## config.mk

```make
export PLATFORM = sky130hd
export DESIGN_NAME = demux_stream_router
export DESIGN_NICKNAME = d
export VERILOG_FILES = /design/src/rtl/demux_stream_router_pkg.sv /design/src/rtl/demux_stream_router_chan.sv /design/src/rtl/demux_stream_router.sv
export SDC_FILE = /design/constraint.sdc
export NUM_CORES = 1
export LEC_CHECK = 0
export BUFFER_PORTS_ARGS = -buffer_cell sky130_fd_sc_hd__buf_4
export CAP_MARGIN = 10
export CORE_AREA = 2 2 112 114
export DETAILED_ROUTE_END_ITERATION = 12
export DIE_AREA = 0 0 114 116
export GPL_ROUTABILITY_DRIVEN = 0
export PLACE_DENSITY = 0.75
export SLEW_MARGIN = 30
export SYNTH_ARGS = -nofsm -noshare
export SYNTH_HDL_FRONTEND = slang
export SYNTH_SLANG_ARGS = --single-unit
```

## constraint.sdc

```tcl
create_clock -name clk -period 4.43 [get_ports clk]
set_input_delay 1.1075 -clock clk [delete_from_list [all_inputs] [get_ports clk]]
set_output_delay 1.1075 -clock clk [all_outputs]
set_load 0.02 [all_outputs]
```

## src/rtl/demux_stream_router_pkg.sv

```systemverilog
// Shared definitions for the stream router slice.
// - clog2_min1 : ceiling log2, never less than 1, used for select and pointer widths
// - PTR_W/LVL_W: pointer and occupancy widths for the default FIFO depth.
//                Modules that take DEPTH as a parameter derive their own copies
//                through clog2_min1.
package demux_stream_router_pkg;

    localparam int DEF_DEPTH = 4;
    localparam int PTR_W     = $clog2(DEF_DEPTH);
    localparam int LVL_W     = PTR_W + 1;

    function automatic int clog2_min1(input int n);
        int r;
        r = 0;
        while ((1 << r) < n) r++;
        return (r < 1) ? 1 : r;
    endfunction

endpackage

```

## src/rtl/demux_stream_router_chan.sv

```systemverilog
// chan_fifo: single-channel FIFO with DEPTH entries and an explicit occupancy counter.
// Ports:
//   clk, rst_n          clock, asynchronous active-low reset
//   push, wdata         write strobe and data (caller guarantees !full)
//   pop                 read strobe (caller guarantees valid)
//   rdata, valid        head-of-FIFO data and non-empty flag, from registered state
//   full, level         full flag and occupancy (0..DEPTH)
module chan_fifo
    import demux_stream_router_pkg::*;
#(
    parameter int WIDTH = 8,
    parameter int DEPTH = 4
) (
    input  logic                          clk,
    input  logic                          rst_n,
    input  logic                          push,
    input  logic [WIDTH-1:0]              wdata,
    input  logic                          pop,
    output logic [WIDTH-1:0]              rdata,
    output logic                          valid,
    output logic                          full,
    output logic [clog2_min1(DEPTH):0]    level
);

    localparam int FPTR_W = clog2_min1(DEPTH);
    localparam int FLVL_W = FPTR_W + 1;

    logic [WIDTH-1:0]  mem [DEPTH];
    logic [FPTR_W-1:0] wr_ptr_reg;
    logic [FPTR_W-1:0] rd_ptr_reg;
    logic [FLVL_W-1:0] level_reg;

    // Storage carries no reset: a stale entry is never visible because
    // valid is derived from the cleared occupancy counter.
    always_ff @(posedge clk) begin
        if (push) mem[wr_ptr_reg] <= wdata;
    end

    // DEPTH is a power of two, so the pointers wrap naturally modulo DEPTH.
    always_ff @(posedge clk or negedge rst_n) begin
        if (!rst_n) begin
            wr_ptr_reg <= '0;
            rd_ptr_reg <= '0;
            level_reg  <= '0;
        end else begin
            if (push) wr_ptr_reg <= wr_ptr_reg + 1'b1;
            if (pop)  rd_ptr_reg <= rd_ptr_reg + 1'b1;
            case ({push, pop})
                2'b10:   level_reg <= level_reg + 1'b1;
                2'b01:   level_reg <= level_reg - 1'b1;
                default: level_reg <= level_reg;
            endcase
        end
    end

    assign rdata = mem[rd_ptr_reg];
    assign valid = (level_reg != '0);
    assign full  = (level_reg == FLVL_W'(DEPTH));
    assign level = level_reg;

    a_no_overflow:  assert property (@(posedge clk) disable iff (!rst_n) !(push && full));
    a_no_underflow: assert property (@(posedge clk) disable iff (!rst_n) !(pop && !valid));
    a_level_range:  assert property (@(posedge clk) disable iff (!rst_n) level_reg <= FLVL_W'(DEPTH));

endmodule

```

## src/rtl/demux_stream_router.sv

```systemverilog
// demux_stream_router: routes one valid/ready stream to N_CH output channels,
// each buffered by its own FIFO so a stalled consumer only blocks its own channel.
// Ports:
//   clk, rst_n            clock, asynchronous active-low reset
//   in_data/in_sel        input beat and destination channel
//   in_valid/in_ready     input handshake (in_ready depends on registered state and in_sel only)
//   out_data              channel c at [c*WIDTH +: WIDTH], zero when out_valid[c]=0
//   out_valid/out_ready   per-channel output handshake
//   level                 per-channel occupancy, LVL bits each
//   err_sel/err_clr       sticky out-of-range select flag and its synchronous clear
module demux_stream_router
    import demux_stream_router_pkg::*;
#(
    parameter int WIDTH = 8,
    parameter int N_CH  = 4,
    parameter int DEPTH = 4,
    parameter int SEL_W = clog2_min1(N_CH)
) (
    input  logic                                     clk,
    input  logic                                     rst_n,
    input  logic [WIDTH-1:0]                         in_data,
    input  logic [SEL_W-1:0]                         in_sel,
    input  logic                                     in_valid,
    output logic                                     in_ready,
    output logic [N_CH*WIDTH-1:0]                    out_data,
    output logic [N_CH-1:0]                          out_valid,
    input  logic [N_CH-1:0]                          out_ready,
    output logic [N_CH*(clog2_min1(DEPTH)+1)-1:0]    level,
    output logic                                     err_sel,
    input  logic                                     err_clr
);

    localparam int LVL = clog2_min1(DEPTH) + 1;

    logic              sel_ok;
    logic [N_CH-1:0]   full;
    logic [N_CH-1:0]   push;
    logic [N_CH-1:0]   pop;
    logic              err_sel_reg;

    assign sel_ok = ({1'b0, in_sel} < (SEL_W+1)'(N_CH));

    // Out-of-range selects are always accepted (and dropped) so a bad
    // producer cannot wedge the input.
    always_comb begin
        in_ready = 1'b1;
        for (int c = 0; c < N_CH; c++) begin
            if (in_sel == SEL_W'(c)) in_ready = !full[c];
        end
    end

    generate
        for (genvar gi = 0; gi < N_CH; gi++) begin : g_chan
            logic [WIDTH-1:0] rdata;
            logic             valid;

            assign push[gi] = in_valid && sel_ok && (in_sel == SEL_W'(gi)) && !full[gi];
            assign pop[gi]  = valid && out_ready[gi];

            chan_fifo #(
                .WIDTH (WIDTH),
                .DEPTH (DEPTH)
            ) u_fifo (
                .clk   (clk),
                .rst_n (rst_n),
                .push  (push[gi]),
                .wdata (in_data),
                .pop   (pop[gi]),
                .rdata (rdata),
                .valid (valid),
                .full  (full[gi]),
                .level (level[gi*LVL +: LVL])
            );

            assign out_valid[gi]               = valid;
            assign out_data[gi*WIDTH +: WIDTH] = valid ? rdata : '0;
        end
    endgenerate

    // Setting beats clearing: an error arriving with err_clr must not be lost.
    always_ff @(posedge clk or negedge rst_n) begin
        if (!rst_n) begin
            err_sel_reg <= 1'b0;
        end else if (in_valid && !sel_ok) begin
            err_sel_reg <= 1'b1;
        end else if (err_clr) begin
            err_sel_reg <= 1'b0;
        end
    end

    assign err_sel = err_sel_reg;

endmodule

```

Yosys cells after proc, flatten, opt, wreduce, memory -nomap -nowiden:

Memory sizes are Yosys's and may differ from the RTL's.
Cells that the tools add are included.

* add/subtract/negate cells: 16
* eq/ne operators: 15
* muxes and demuxes: 20
* reduce and logical (&&, ||, !) cells: 25

Operators with widths (count)
* two-way mux 8 bit: 4
* case mux 3 bit (2 select lines): 4
* adder 2 x 1 -> 2 bit, second input constant: 8
* adder 3 x 1 -> 3 bit, second input constant: 4
* equality test 2 bit, second input constant: 6
* equality test 3 bit, second input constant: 4
* logical AND 1 bit: 12
* two-way mux 1 bit: 12
* nonzero test 3 bit: 4
* subtractor 3 x 1 -> 3 bit, second input constant: 4
* equality test 2 x 1 -> 1 bit, second input constant: 5
* nonzero test 2 bit: 4
* logical NOT 1 bit: 4
* logical NOT 2 bit: 1

* register bits: 28
* RAM bits: 128
* output and inout port bits: 50
* logic and storage cells: 92
* memories: 4

Memories
* g_chan[0].u_fifo.mem: depth 4, bits a word 8, rd ports 1, clocked after Yosys merged registers in 0, wr ports 1, RTL line demux_stream_router_chan.sv:28 `logic [WIDTH-1:0] mem [DEPTH];`
* g_chan[1].u_fifo.mem: depth 4, bits a word 8, rd ports 1, clocked after Yosys merged registers in 0, wr ports 1, RTL line demux_stream_router_chan.sv:28
* g_chan[2].u_fifo.mem: depth 4, bits a word 8, rd ports 1, clocked after Yosys merged registers in 0, wr ports 1, RTL line demux_stream_router_chan.sv:28
* g_chan[3].u_fifo.mem: depth 4, bits a word 8, rd ports 1, clocked after Yosys merged registers in 0, wr ports 1, RTL line demux_stream_router_chan.sv:28

Logic depth before layout (Yosys ltp):

Gate-level depths: netlist of the first run.

* depth after elaboration: 6
* gate-level depth with buffers: 10
* gate-level depth less buffers: 9

Modules after synthesis:

A second synthesis of the first run with hierarchy kept.

* cells, all modules: 352
* area total of the unflattened synthesis: 6517.5 um^2

Modules (own cells, without submodules)
* chan_fifo (g_chan[0].u_fifo ...): times used 3, cells each 75, area each 1545.2 um^2, sequential area each 1136.1 um^2
* chan_fifo (g_chan[3].u_fifo): times used 1, cells each 78, area each 1554.0 um^2, sequential area each 1136.1 um^2
* demux_stream_router: times used 1, cells each 49, area each 327.8 um^2, sequential area each 0.0 um^2

Least setup slack after synthesis of the first run:

No wires, ideal clock.

* kind: input -> output
* start: in in_sel[1]
* end: out in_ready
* arrival: 1.748 ns
* required time: 3.323 ns
* setup slack: 1.574 ns
* cell stages on the path: 1
* buffers on the path: 0
* path through: mux4_1

* word-level cells in the longest chain between the ends: 5
* elaborated cells on any way between the ends: 8
* those cells by class: 3 x eq/ne; 4 x mux; 1 x reduce/logical

Ends and longest elaborated chain
* start, declared: RTL line demux_stream_router.sv:22 `input logic [SEL_W-1:0] in_sel,`
* logical NOT 2 bit: RTL line demux_stream_router.sv:48 `if (in_sel == SEL_W'(c)) in_ready = !full[c];`
* two-way mux 1 bit (3 in series): RTL line demux_stream_router.sv:48
* two-way mux 1 bit *: RTL line demux_stream_router.sv:48
* end, declared: RTL line demux_stream_router.sv:24 `output logic in_ready,`

Mark *: on every way between the ends. The rest lies on a longest branch, timed or not.

Worst setup path after layout of the first run:

* start: reg g_chan[1].u_fifo.rd_ptr_reg[0]
* end: out out_data[14]

* word-level cells in the longest chain between the ends: 2

Ends and longest elaborated chain
* start, declared: RTL line demux_stream_router_chan.sv:30 `logic [FPTR_W-1:0] rd_ptr_reg;`
* start signal, assigned: RTL line demux_stream_router_chan.sv:47 `if (pop) rd_ptr_reg <= rd_ptr_reg + 1'b1;`
* memory (4 x 8 bit)
* two-way mux 8 bit: RTL line demux_stream_router.sv:76 `assign out_data[gi*WIDTH +: WIDTH] = valid ? rdata : '0;`
* end, declared: RTL line demux_stream_router.sv:25 `output logic [N_CH*WIDTH-1:0] out_data,`

No other way between the ends.

==> qor.log, run 1 <==
[clock_network] H-Tree Depth 4
[timing] Hold Vio Cnt, Final 0
[drt] via count 3213
[placed_design] Post-DP HPWL 7420 um
[floorplanning] number of rows in the core area 40
[setup_path] type of the worst setup path reg2out
[clock_network] CTS Buffer Depth 2
[logic_synthesis] Post-Synth Adder-Cell Area 0.0500
[placed_design] count of port buffers added during placement 65
[clock_network] buffers inserted by post-CTS timing repair 0
[setup_path] FF-to-FF End g_chan[1].u_fifo.level[2]
[drt] count of unresolved DRC violations after routing 0
[setup_path] register-to-register setup slack 2080 ps
[timing] minimum clock period 3190 ps
[global_routing] global-route wire length before repair 18100 um
[cells_and_area] final core utilization 0.652
[drt] final antenna-violating net count 0
[cells_and_area] final standard cell count with taps included and fillers excluded 593
[placed_design] number of placed instances with taps included 561
[global_routing] met2 usage in global routing 0.317
[job] max cap viols 0
[timing] max-slew violation total from the final report 0
[logic_synthesis] synthesized-area fraction occupied by and/or/nand/nor cells 0.0675
[timing] worst hold margin 535 ps
[clock_network] # clock sinks 156
[timing] Slew HR 0.602
[logic_synthesis] per-instance average area after synthesis 18.0 um2
[global_routing] global router's overall resource usage 0.192
[clock_network] hold bufs inserted after CTS 0
[floorplanning] die area 13200 um2
[global_routing] met1 capacity usage during global routing 0.254
[clock_network] clock tree from TritonCTS done
[global_routing] vias in the first global route 3329
[timing] total negative setup slack 0 ps
[logic_synthesis] post-synth net total 409
[floorplanning] starting density of the core 0.554
[timing] Max Clock Freq 314 MHz
[pwr] Worst VDD drop 0.351 mV
[drt] drt wl/cell 19.6 um
[setup_path] Critical R2R Launch g_chan[1].u_fifo.level[0]
[cells_and_area] net count of the finished layout 475
[floorplanning] I/O Pins 68
[timing] RSZ-0062 raised after global routing false
[clock_network] CTS clk-pin slew, worst paths 70 ps
[pwr] leakage power 2.89 nW
[worst_hold_path] hold endpoint g_chan[3].u_fifo.level[0]
[setup_path] CP Launch Type flip-flop
[floorplanning] Core Region 11900 um2
[pwr] sequential share of power 0.393
[pwr] switching power summed over all nets 1.74 mW
[clock_network] number of buffers inserted during clock tree synthesis 17
[worst_hold_path] startpoint of the lowest-slack hold path g_chan[3].u_fifo.level[0]
[logic_synthesis] flip-flop and latch count after synthesis 156
[logic_synthesis] cell count after synthesis 367
[global_routing] GR Util met3 0.0439
[timing] Final Cycle Share 0.720
[setup_path] largest driver fanout on the critical path 10
[pwr] power density normalized to cell area 688 nW/um2
[clock_network] post-CTS sizing 0
[global_routing] pin count of the biggest net entering global routing 29
[timing] Worst Tran Pin Value 597 ps
[drt] number of iterations in the first detailed-routing pass 4
[logic_synthesis] Synth warnings 0
[outcome] outcome completed
[logic_synthesis] compound-cell area share of the yosys netlist 0.00758
[timing] number of setup violations in the final report 0
[worst_hold_path] worst min-delay path class reg2reg
[clock_network] CTS Root Cell clkbuf_16
[cells_and_area] flip-flop count of the largest register after layout 128
[global_routing] grt ovf 0
[cells_and_area] Diodes inserted 0
[pwr] Comb pwr share 0.341
[logic_synthesis] mux cell area share after synthesis 0.125
[cells_and_area] fraction of final layout cells sized beyond drive strength 1 0.309
[timing] Post-Route Skew 12.2 ps
[cells_and_area] Layout area overhead 17.6%
[global_routing] antenna violations before repair 0
[setup_path] arrival time worst endpoint 2080 ps
[setup_path] critical path endpoint category primary output
[global_routing] Top Usage Layer GRT met2
[logic_synthesis] dominant combinational cell family by area after synthesis multiplexers
[pwr] Power Internal 3.60 mW
[floorplanning] Chip Width 114 um
[logic_synthesis] area of the mapped netlist 6600 um2
[logic_synthesis] post-synthesis xor/xnor area fraction 0.0318
[clock_network] Clk Latency, worst-skew pair 420 ps
[logic_synthesis] sequential cell area fraction in the yosys report 0.688
[drt] vias per cell 5.42
[pwr] clock power share 0.266
[floorplanning] die outline height 116 um
[drt] Total Routed Length 11700 um
[setup_path] worst reg2reg path depth 9
[logic_synthesis] distinct cell type count after synthesis 30
[pwr] proportion of total power due to net switching 0.326
[setup_path] required time of the critical path 3320 ps
[drt] initial detailed-routing violation count 194
[worst_hold_path] hold depth 1
-- worst max-delay path by stage --
stage,start,end,slack [ps],depth (start not counted)
after CTS,g_chan[1].u_fifo.rd_ptr_reg[0],out_data[9],1190,3
after detailed placement,in_sel[1],in_ready,1340,3
after floorplan,in_sel[1],in_ready,1570,1
after global routing,g_chan[1].u_fifo.rd_ptr_reg[0],out_data[14],1110,3
after global placement,in_sel[1],in_ready,1370,3
final,g_chan[1].u_fifo.rd_ptr_reg[0],out_data[14],1240,3
-- cell usage after synthesis, drive strengths merged --
| library cell | count | area (um2) |
|---|---|---|
| a2111oi | 1 | 27.5 |
| or3 | 4 | 26.3 |
| buf | 10 | 68.8 |
| mux4 | 33 | 747 |
| inv | 25 | 93.8 |
| or3b | 1 | 8.76 |
| xor2 | 12 | 105 |
| edfxtp | 128 | 3840 |
| dfrtp | 28 | 701 |
| a21oi | 1 | 5.00 |
| and2 | 52 | 330 |
| conb | 1 | 3.75 |
| mux2 | 4 | 48.8 |
| nand3 | 5 | 25.0 |
| nand2 | 5 | 18.8 |
| xnor2 | 12 | 105 |
| clkbuf | 8 | 30.0 |
| fa | 4 | 80.1 |
| o21ai | 1 | 5.00 |
| mux2i | 3 | 30.0 |
| ha | 20 | 250 |
| and4b | 1 | 10.0 |
| nor2 | 7 | 26.3 |
| a211oi | 1 | 12.5 |
-- cell usage in the layout, fill, tap and decap left out, types with 7 or more instances in the layout --
cell       netlist  layout
buf_4            5      65
xnor2_1         12      12
edfxtp_1       128     128
ha_1            20      20
xor2_1          12      12
and2_1          48      48
clkbuf_16        0      18
dfrtp_1         28      28
nor2_1           7       7
mux4_2          32      32
inv_1           25      25
-- stage by stage --
| step | instance area (um2) | total power [mW] | setup slack, ps |
|---|---|---|---|
| 6_report | 7760 | 5.34 | 1240 |
| 5_1_grt | 7760 | 5.62 | 1110 |
| 4_1_cts | 7760 | 5.40 | 1190 |
| 3_5_place_dp | 7180 | 3.96 | 1340 |
| 3_3_place_gp | 7180 | 3.90 | 1370 |
| 2_1_floorplan | 6600 | 3.31 | 1570 |
-- kinds of logic after synthesis --
group / count (synthesis)
DFF: 156
adders and majority gates: 24
buffers and inverters: 43
other: 1
muxes: 40
AOI/OAI and AO/OA: 4
and+or+nand+nor: 75
xor gates and xnor gates: 24
-- routing by layer --
metal  vias up  routed length [um]
li1       1476                   -
met1      1644                5090
met2        77                5920
met3        16                 468
met4         0                 174
met5         -                   0
-- layout make-up --
class                           count  area (um2)
Clock buffer                       21         472
Clock inverter                     11         118
Fill cell                         838        4150
Inverter                           25        93.8
Multi-Input combinational cell    168        1870
Sequential cell                   156        4540
Tap cell                          147         184
Timing Repair Buffer               65         488
-- power by group through the flow --
| stage | clock, mW | combinational [mW] | sequential (mW) |
|---|---|---|---|
| after detailed placement | 0 | 1.83 | 2.13 |
| after floorplan | 0 | 1.32 | 2.00 |
| after global routing | 1.50 | 1.97 | 2.15 |
| final | 1.42 | 1.82 | 2.10 |
| after CTS | 1.44 | 1.85 | 2.11 |
| after global placement | 0 | 1.78 | 2.12 |
-- worst max-delay path, cell delays in order (launching register included) --
cell and delay, ps:
dfrtp_1 720, mux4_2 580, and2_1 200, buf_4 160
No activity file was read; power rests on OpenSTA's default activity.
==> run 2: changes to the inputs <==
==> constraint.sdc (replaced) <==
create_clock -name clk -period 3.1 [get_ports clk]
set_input_delay 0.775 -clock clk [delete_from_list [all_inputs] [get_ports clk]]
set_output_delay 0.775 -clock clk [all_outputs]
set_load 0.02 [all_outputs]
==> run 2 against run 1 <==
Against the previous run:
- critical path depth stayed put
- wire length is 1.3% lower
- power rose by 43%
- non-clock buffer count is the same
- core utilization grew 0.14 points
- hold slack got worse by 250 ps
- final cell count did not move
- largest cell class unchanged
==> qor.log, run 2 (same netlist as run 1, synthesis figures left out) <==
[clock_network] H-Tree Depth 4 [unchanged]
[cells_and_area] commonest cells after routing, fill and taps aside 128 x edfxtp_1, 65 x buf_4, 48 x and2_1 [unchanged]
[drt] via count 3198 [was 3213]
[clock_network] CTS Root Cell clkbuf_16 [unchanged]
[drt] final antenna-violating net count 0 [unchanged]
[cells_and_area] final core utilization 0.653 [was 0.652]
[job] max cap viols 0 [unchanged]
[drt] count of unresolved DRC violations after routing 0 [unchanged]
[cells_and_area] Layout area overhead 17.9% [was 17.6%]
[clock_network] CTS clk-pin slew, worst paths 60 ps [was 70 ps]
[clock_network] post-CTS sizing 0 [unchanged]
[setup_path] slowest cell on the critical path dfrtp_1 [unchanged]
[floorplanning] Core Region 11900 um2 [unchanged]
[worst_hold_path] worst min-delay path class in2async [was reg2reg]
[drt] number of iterations in the first detailed-routing pass 4 [unchanged]
[pwr] Worst VDD drop 0.452 mV [was 0.351 mV]
[floorplanning] I/O Pins 68 [unchanged]
[drt] initial detailed-routing violation count 163 [was 194]
[setup_path] buffer and inverter count on the worst path 1 [unchanged]
[clock_network] clock tree from TritonCTS done [unchanged]
[global_routing] global router's overall resource usage 0.192 [about the same]
[floorplanning] die area 13200 um2 [unchanged]
[drt] drt wl/cell 19.4 um [was 19.6 um]
[pwr] power density normalized to cell area 982 nW/um2 [was 688 nW/um2]
[global_routing] global-route wire length before repair 18100 um [unchanged]
[setup_path] CP Launch Type flip-flop [unchanged]
[setup_path] type of the worst setup path reg2out [unchanged]
[clock_network] hold bufs inserted after CTS 0 [unchanged]
[timing] RSZ-0062 raised after global routing false [unchanged]
[floorplanning] starting density of the core 0.554 [unchanged]
[global_routing] antenna violations before repair 0 [unchanged]
[timing] Max Clock Freq 352 MHz
[setup_path] ordered list of cells on the worst path mux4_2, and2_1, buf_4 [unchanged]
[floorplanning] number of rows in the core area 40 [unchanged]
[drt] vias per cell 5.39 [was 5.42]
[outcome] outcome completed [unchanged]
[cells_and_area] fraction of final layout cells sized beyond drive strength 1 0.309 [unchanged]
[setup_path] CP max stage delay 730 ps [was 720 ps]
[timing] Worst Tran Pin Value 609 ps [was 597 ps]
[setup_path] critical path endpoint category primary output [unchanged]
[pwr] leakage power 2.90 nW [was 2.89 nW]
[timing] minimum clock period 2840 ps
[timing] final setup slack of the worst path 261 ps [was 1240 ps]
[setup_path] required time of the critical path 2320 ps [was 3320 ps]
[setup_path] largest driver fanout on the critical path 10 [unchanged]
[clock_network] buffers inserted by post-CTS timing repair 0 [unchanged]
[floorplanning] die outline height 116 um [unchanged]
[timing] total negative setup slack 0 ps [unchanged]
[timing] number of setup violations in the final report 0 [unchanged]
[cells_and_area] net count of the finished layout 475 [unchanged]
[timing] Post-Route Skew 6.95 ps [was 12.2 ps]
[setup_path] Top Family by Delay on Critical Path flip-flops [unchanged]
[clock_network] CTS Buffer Depth 2 [unchanged]
[placed_design] count of port buffers added during placement 65 [unchanged]
[cells_and_area] flip-flop count of the largest register after layout 128 [unchanged]
[clock_network] # clock sinks 156 [unchanged]
[placed_design] Post-DP HPWL 7460 um [was 7420 um]
[global_routing] grt ovf 0 [unchanged]
[timing] Final Cycle Share 0.916
[timing] worst hold margin 282 ps [was 535 ps]
[timing] Hold Vio Cnt, Final 0 [unchanged]
[timing] Slew HR 0.594 [was 0.602]
[global_routing] vias in the first global route 3279 [was 3329]
[drt] Total Routed Length 11500 um [was 11700 um]
[clock_network] Clk Latency, worst-skew pair 410 ps [was 420 ps]
[clock_network] number of buffers inserted during clock tree synthesis 17 [unchanged]
[placed_design] worst slack, placed 595 ps [was 1340 ps]
[cells_and_area] Diodes inserted 0 [unchanged]
[cells_and_area] leading cell type in the layout, fill and taps excluded edfxtp_1 [unchanged]
[timing] max-slew violation total from the final report 0 [unchanged]
[global_routing] pin count of the biggest net entering global routing 29 [unchanged]
[setup_path] arrival time worst endpoint 2060 ps [was 2080 ps]
[floorplanning] Chip Width 114 um [unchanged]
[run 2: cell type report]
type | instances | area (um2)
fillers | 809 | 4130
flip-flops and latches | 156 | 4540
multi-input cells | 168 | 1870
repair buffers | 65 | 488
clock inverters | 10 | 109
well taps | 147 | 184
clock buffers | 22 | 497
inverters | 25 | 93.8
[run 2: report_power, final]
part           internal, mW  total (mW)  switching, mW
clock network          1.30        2.05          0.751
logic                  1.33        2.59           1.26
registers              2.57        3.00          0.437
total                  5.19        7.64           2.45
[run 2: metrics by stage]
step | instances | instance area, um2 | power, mW
finish | 593 | 7780 | 7.64
detailed placement | 561 | 7180 | 5.67
floorplan | 367 | 6600 | 4.74
global route | 593 | 7780 | 8.08
CTS | 593 | 7780 | 7.74
global placement | 561 | 7180 | 5.56
[run 2: worst paths after layout]
check                                                  to  slack [ps]                           start  depth (start not counted)
hold / removal             g_chan[1].u_fifo.wr_ptr_reg[0]         280                           rst_n                          1
hold reg to reg                 g_chan[1].u_fifo.level[2]         530       g_chan[1].u_fifo.level[2]                          1
setup reg to reg                g_chan[1].u_fifo.level[2]         780       g_chan[1].u_fifo.level[0]                          9
max in group asynchronous       g_chan[0].u_fifo.level[2]        2530                           rst_n                          1
min in group clk                g_chan[1].u_fifo.level[2]         530       g_chan[1].u_fifo.level[2]                          1
setup / recovery                             out_data[14]         260  g_chan[1].u_fifo.rd_ptr_reg[0]                          3
[run 2: layer usage]
| layer | vias to the layer above | global-route usage | wire length [um] |
|---|---|---|---|
| met2 | 88 | 0.317 | 6000 |
| met4 | 0 | 0.0707 | 75 |
| li1 | 1476 | - | - |
| met5 | - | 0 | 0 |
| met1 | 1626 | 0.252 | 4740 |
| met3 | 8 | 0.0460 | 680 |
==> run 3: changes to the inputs <==
--- a/config.mk
+++ b/config.mk
@@ -5,13 +5,15 @@
 export SDC_FILE = /design/constraint.sdc
 export NUM_CORES = 1
 export LEC_CHECK = 0
+export ABC_AREA = 1
 export BUFFER_PORTS_ARGS = -buffer_cell sky130_fd_sc_hd__buf_4
 export CAP_MARGIN = 10
-export CORE_AREA = 2 2 112 114
+export CORE_AREA = 2 2 118 120
 export DETAILED_ROUTE_END_ITERATION = 12
-export DIE_AREA = 0 0 114 116
+export DIE_AREA = 0 0 120 122
 export GPL_ROUTABILITY_DRIVEN = 0
 export PLACE_DENSITY = 0.75
+export SKIP_CTS_REPAIR_TIMING = 1
 export SLEW_MARGIN = 30
 export SYNTH_ARGS = -nofsm -noshare
 export SYNTH_HDL_FRONTEND = slang
==> constraint.sdc (replaced) <==
create_clock -name clk -period 3.4 [get_ports clk]
set_input_delay 0.85 -clock clk [delete_from_list [all_inputs] [get_ports clk]]
set_output_delay 0.85 -clock clk [all_outputs]
set_load 0.02 [all_outputs]
==> run 3 against run 2 <==
Against the previous run:
- worst setup slack improved by 230 ps
- core utilization fell by 2.4 points
- flip-flop and latch count unchanged
- wire length rose by 27%
- design area rose by 9.2%
- clock skew grew 1.1 ps
- global-route usage up 1.8 points
- synthesized area increased by 12%
- largest cell class unchanged
==> qor.log, run 3 <==
[logic_synthesis] largest area contributor in the netlist edfxtp_1 [unchanged]
[timing] Worst Tran Pin Value 730 ps [was 609 ps]
[timing] Post-Route Skew 8.02 ps [was 6.95 ps]
[clock_network] CTS Buffer Depth 2 [unchanged]
[cells_and_area] fin area 8490 um2 [was 7780 um2]
[drt] sum of met3 wire segment lengths after detailed routing 563 um [was 680 um]
[logic_synthesis] Post-synth ARST share 0.179 [unchanged]
[timing] number of setup violations in the final report 0 [unchanged]
[drt] final antenna-violating net count 0 [unchanged]
[outcome] outcome completed [unchanged]
[pwr] power density normalized to cell area 872 nW/um2 [was 982 nW/um2]
[cells_and_area] Layout area overhead 14.9% [was 17.9%]
[cells_and_area] commonest cells after routing, fill and taps aside 191 x inv_1, 191 x nand2_1, 128 x edfxtp_1 [was 128 x edfxtp_1, 65 x buf_4, 48 x and2_1]
[global_routing] grt ovf 0 [unchanged]
[timing] RSZ-0062 raised after global routing false [unchanged]
[drt] amount of wire on met2 after detailed routing 7650 um [was 6000 um]
[global_routing] global router's overall resource usage 0.210 [was 0.192]
[setup_path] Top Family by Delay on Critical Path flip-flops [unchanged]
[setup_path] buffer and inverter count on the worst path 2 [was 1]
[floorplanning] die area 14600 um2 [was 13200 um2]
[setup_path] ordered list of cells on the worst path inv_4, nand2_1, nand3_1, a21oi_1, buf_4 [was mux4_2, and2_1, buf_4]
[pwr] Comb pwr share 0.395 [was 0.339]
[timing] max-slew violation total from the final report 0 [unchanged]
[global_routing] global-route wire length before repair 23400 um [was 18100 um]
[timing] final setup slack of the worst path 489 ps [was 261 ps]
[timing] Slew HR 0.511 [was 0.594]
[logic_synthesis] distinct cell type count after synthesis 21 [was 30]
[job] max cap viols 0 [unchanged]
[placed_design] Post-DP HPWL 9660 um [was 7460 um]
[floorplanning] I/O Pins 68 [unchanged]
[setup_path] critical path endpoint category primary output [unchanged]
[clock_network] clock tree from TritonCTS done [unchanged]
[global_routing] vias in the first global route 4930 [was 3279]
[timing] Max Clock Freq 344 MHz
[cells_and_area] fraction of final layout cells sized beyond drive strength 1 0.127 [was 0.309]
[setup_path] slowest cell on the critical path dfrtp_1 [unchanged]
[logic_synthesis] flip-flop and latch count after synthesis 156 [unchanged]
[worst_hold_path] worst min-delay path class in2async [unchanged]
[floorplanning] starting density of the core 0.547 [was 0.554]
[logic_synthesis] area of the mapped netlist 7390 um2 [was 6600 um2]
[pwr] sequential share of power 0.363 [was 0.393]
[clock_network] CTS clk-pin slew, worst paths 60 ps [about the same]
[setup_path] Critical R2R Launch g_chan[1].u_fifo.level[0] [unchanged]
[timing] minimum clock period 2910 ps
[pwr] leakage power 4.00 nW [was 2.90 nW]
[logic_synthesis] Post-synth top flop edfxtp_1 [unchanged]
[clock_network] number of buffers inserted during clock tree synthesis 17 [unchanged]
[cells_and_area] final core utilization 0.629 [was 0.653]
[setup_path] largest driver fanout on the critical path 19 [was 10]
[placed_design] worst slack, placed 930 ps [was 595 ps]
[timing] Hold Vio Cnt, Final 0 [unchanged]
[drt] WL met1 6110 um [was 4740 um]
[drt] number of iterations in the first detailed-routing pass 7 [was 4]
[timing] Final Cycle Share 0.856
[logic_synthesis] most common library cells after synthesis 191 x inv_1, 191 x nand2_1, 128 x edfxtp_1 [was 128 x edfxtp_1, 48 x and2_1, 32 x mux4_2]
[drt] vias per cell 4.94 [was 5.39]
[placed_design] count of port buffers added during placement 65 [unchanged]
[logic_synthesis] Post-synth EDFFs 128 [unchanged]
[global_routing] antenna violations before repair 0 [unchanged]
[drt] via count 4979 [was 3198]
[logic_synthesis] share of Yosys cell area claimed by the top area cell type 0.520 [was 0.582]
[drt] count of unresolved DRC violations after routing 0 [unchanged]
[logic_synthesis] sequential cell area fraction in the yosys report 0.615 [was 0.688]
[pwr] proportion of total power due to net switching 0.393 [was 0.321]
[drt] Total Routed Length 14600 um [was 11500 um]
[clock_network] Clk Latency, worst-skew pair 430 ps [was 410 ps]
[clock_network] CTS Root Cell clkbuf_16 [unchanged]
[setup_path] type of the worst setup path reg2out [unchanged]
[pwr] Worst VDD drop 0.569 mV [was 0.452 mV]
[floorplanning] Chip Width 120 um [was 114 um]
[drt] drt wl/cell 14.5 um [was 19.4 um]
[logic_synthesis] cell count after synthesis 752 [was 367]
[pwr] Power Internal 4.50 mW [was 5.19 mW]
[logic_synthesis] cell types with the largest area share after synthesis edfxtp_1 52%, inv_1 9.7%, nand2_1 9.7% [was edfxtp_1 58%, mux4_2 11%, dfrtp_1 11%]
[floorplanning] Core Region 13500 um2 [was 11900 um2]
[setup_path] arrival time worst endpoint 2060 ps [about the same]
[logic_synthesis] post-synth net total 794 [was 409]
[setup_path] required time of the critical path 2550 ps [was 2320 ps]
[clock_network] H-Tree Depth 4 [unchanged]
[setup_path] CP Launch Type flip-flop [unchanged]
[setup_path] critical path launch point g_chan[3].u_fifo.rd_ptr_reg[0] [was g_chan[1].u_fifo.rd_ptr_reg[0]]
[drt] initial detailed-routing violation count 387 [was 163]
[floorplanning] number of rows in the core area 43 [was 40]
[logic_synthesis] Synth warnings 0 [unchanged]
[clock_network] # clock sinks 156 [unchanged]
[timing] total negative setup slack 0 ps [unchanged]
[cells_and_area] Diodes inserted 0 [unchanged]
[global_routing] pin count of the biggest net entering global routing 29 [unchanged]
[setup_path] CP max stage delay 770 ps [was 730 ps]
[floorplanning] die outline height 122 um [was 116 um]
[placed_design] Post-Place Cell Area 7930 um2 [was 7180 um2]
[pwr] switching power summed over all nets 2.91 mW [was 2.45 mW]
[pwr] clock power share 0.242 [was 0.268]
[drt] highest routing layer actually used met4 [unchanged]
[cells_and_area] net count of the finished layout 856 [was 475]
[logic_synthesis] per-instance average area after synthesis 9.83 um2 [was 18.0 um2]
[cells_and_area] flip-flop count of the largest register after layout 128 [unchanged]
## run 3: final timing paths
path | depth (start not counted) | slack (ps) | to
worst max-delay path | 5 | 490 | out_data[29]
worst min-delay path | 1 | 340 | g_chan[2].u_fifo.rd_ptr_reg[1]
worst max register to register | 10 | 1340 | g_chan[1].u_fifo.level[2]
worst min register to register | 1 | 510 | g_chan[2].u_fifo.level[0]
max in group asynchronous | 1 | 2740 | g_chan[1].u_fifo.rd_ptr_reg[0]
min in group clk | 1 | 510 | g_chan[2].u_fifo.level[0]
## run 3: power groups by stage
stage               Combinational [mW]  Clock, mW  Sequential (mW)
floorplan                         2.09          0             2.58
global placement                  2.79          0             2.70
detailed placement                2.90          0             2.72
CTS                               2.93       1.81             2.69
global route                      3.22       1.90             2.74
finish                            2.93       1.79             2.69
## run 3: layout make-up
type / count / area (um2)
Fill cell: 1010 / 5010
Clock inverter: 12 / 124
Clock buffer: 20 / 437
Sequential cell: 156 / 4540
Timing Repair Buffer: 65 / 488
Tap cell: 180 / 225
Multi-Input combinational cell: 377 / 1930
Inverter: 197 / 749
## run 3: metrics by stage
stage | instances | total power [mW] | hold WS, ps
6_report | 1007 | 7.41 | 345
5_1_grt | 1007 | 7.86 | 377
4_1_cts | 1007 | 7.43 | 361
3_5_place_dp | 975 | 5.62 | 495
3_3_place_gp | 975 | 5.48 | 485
2_1_floorplan | 752 | 4.67 | 492
## run 3: cell families (layout without fill, tap and decap cells)
kind of cell,Yosys count,after routing,share of synthesized area
AOI/OAI and AO/OA,40,40,0.0271
xor gates and xnor gates,8,8,0.00948
adders and majority gates,24,24,0.0447
buffers and inverters,219,294,0.125
DFF,156,156,0.615
other,1,1,0.000507
and+or+nand+nor,304,304,0.179
## run 3: layer usage
metal	GRT usage	up-vias
met1	0.248	2364
met5	0	-
met2	0.379	119
met4	0.0750	0
met3	0.0431	24
li1	-	2472
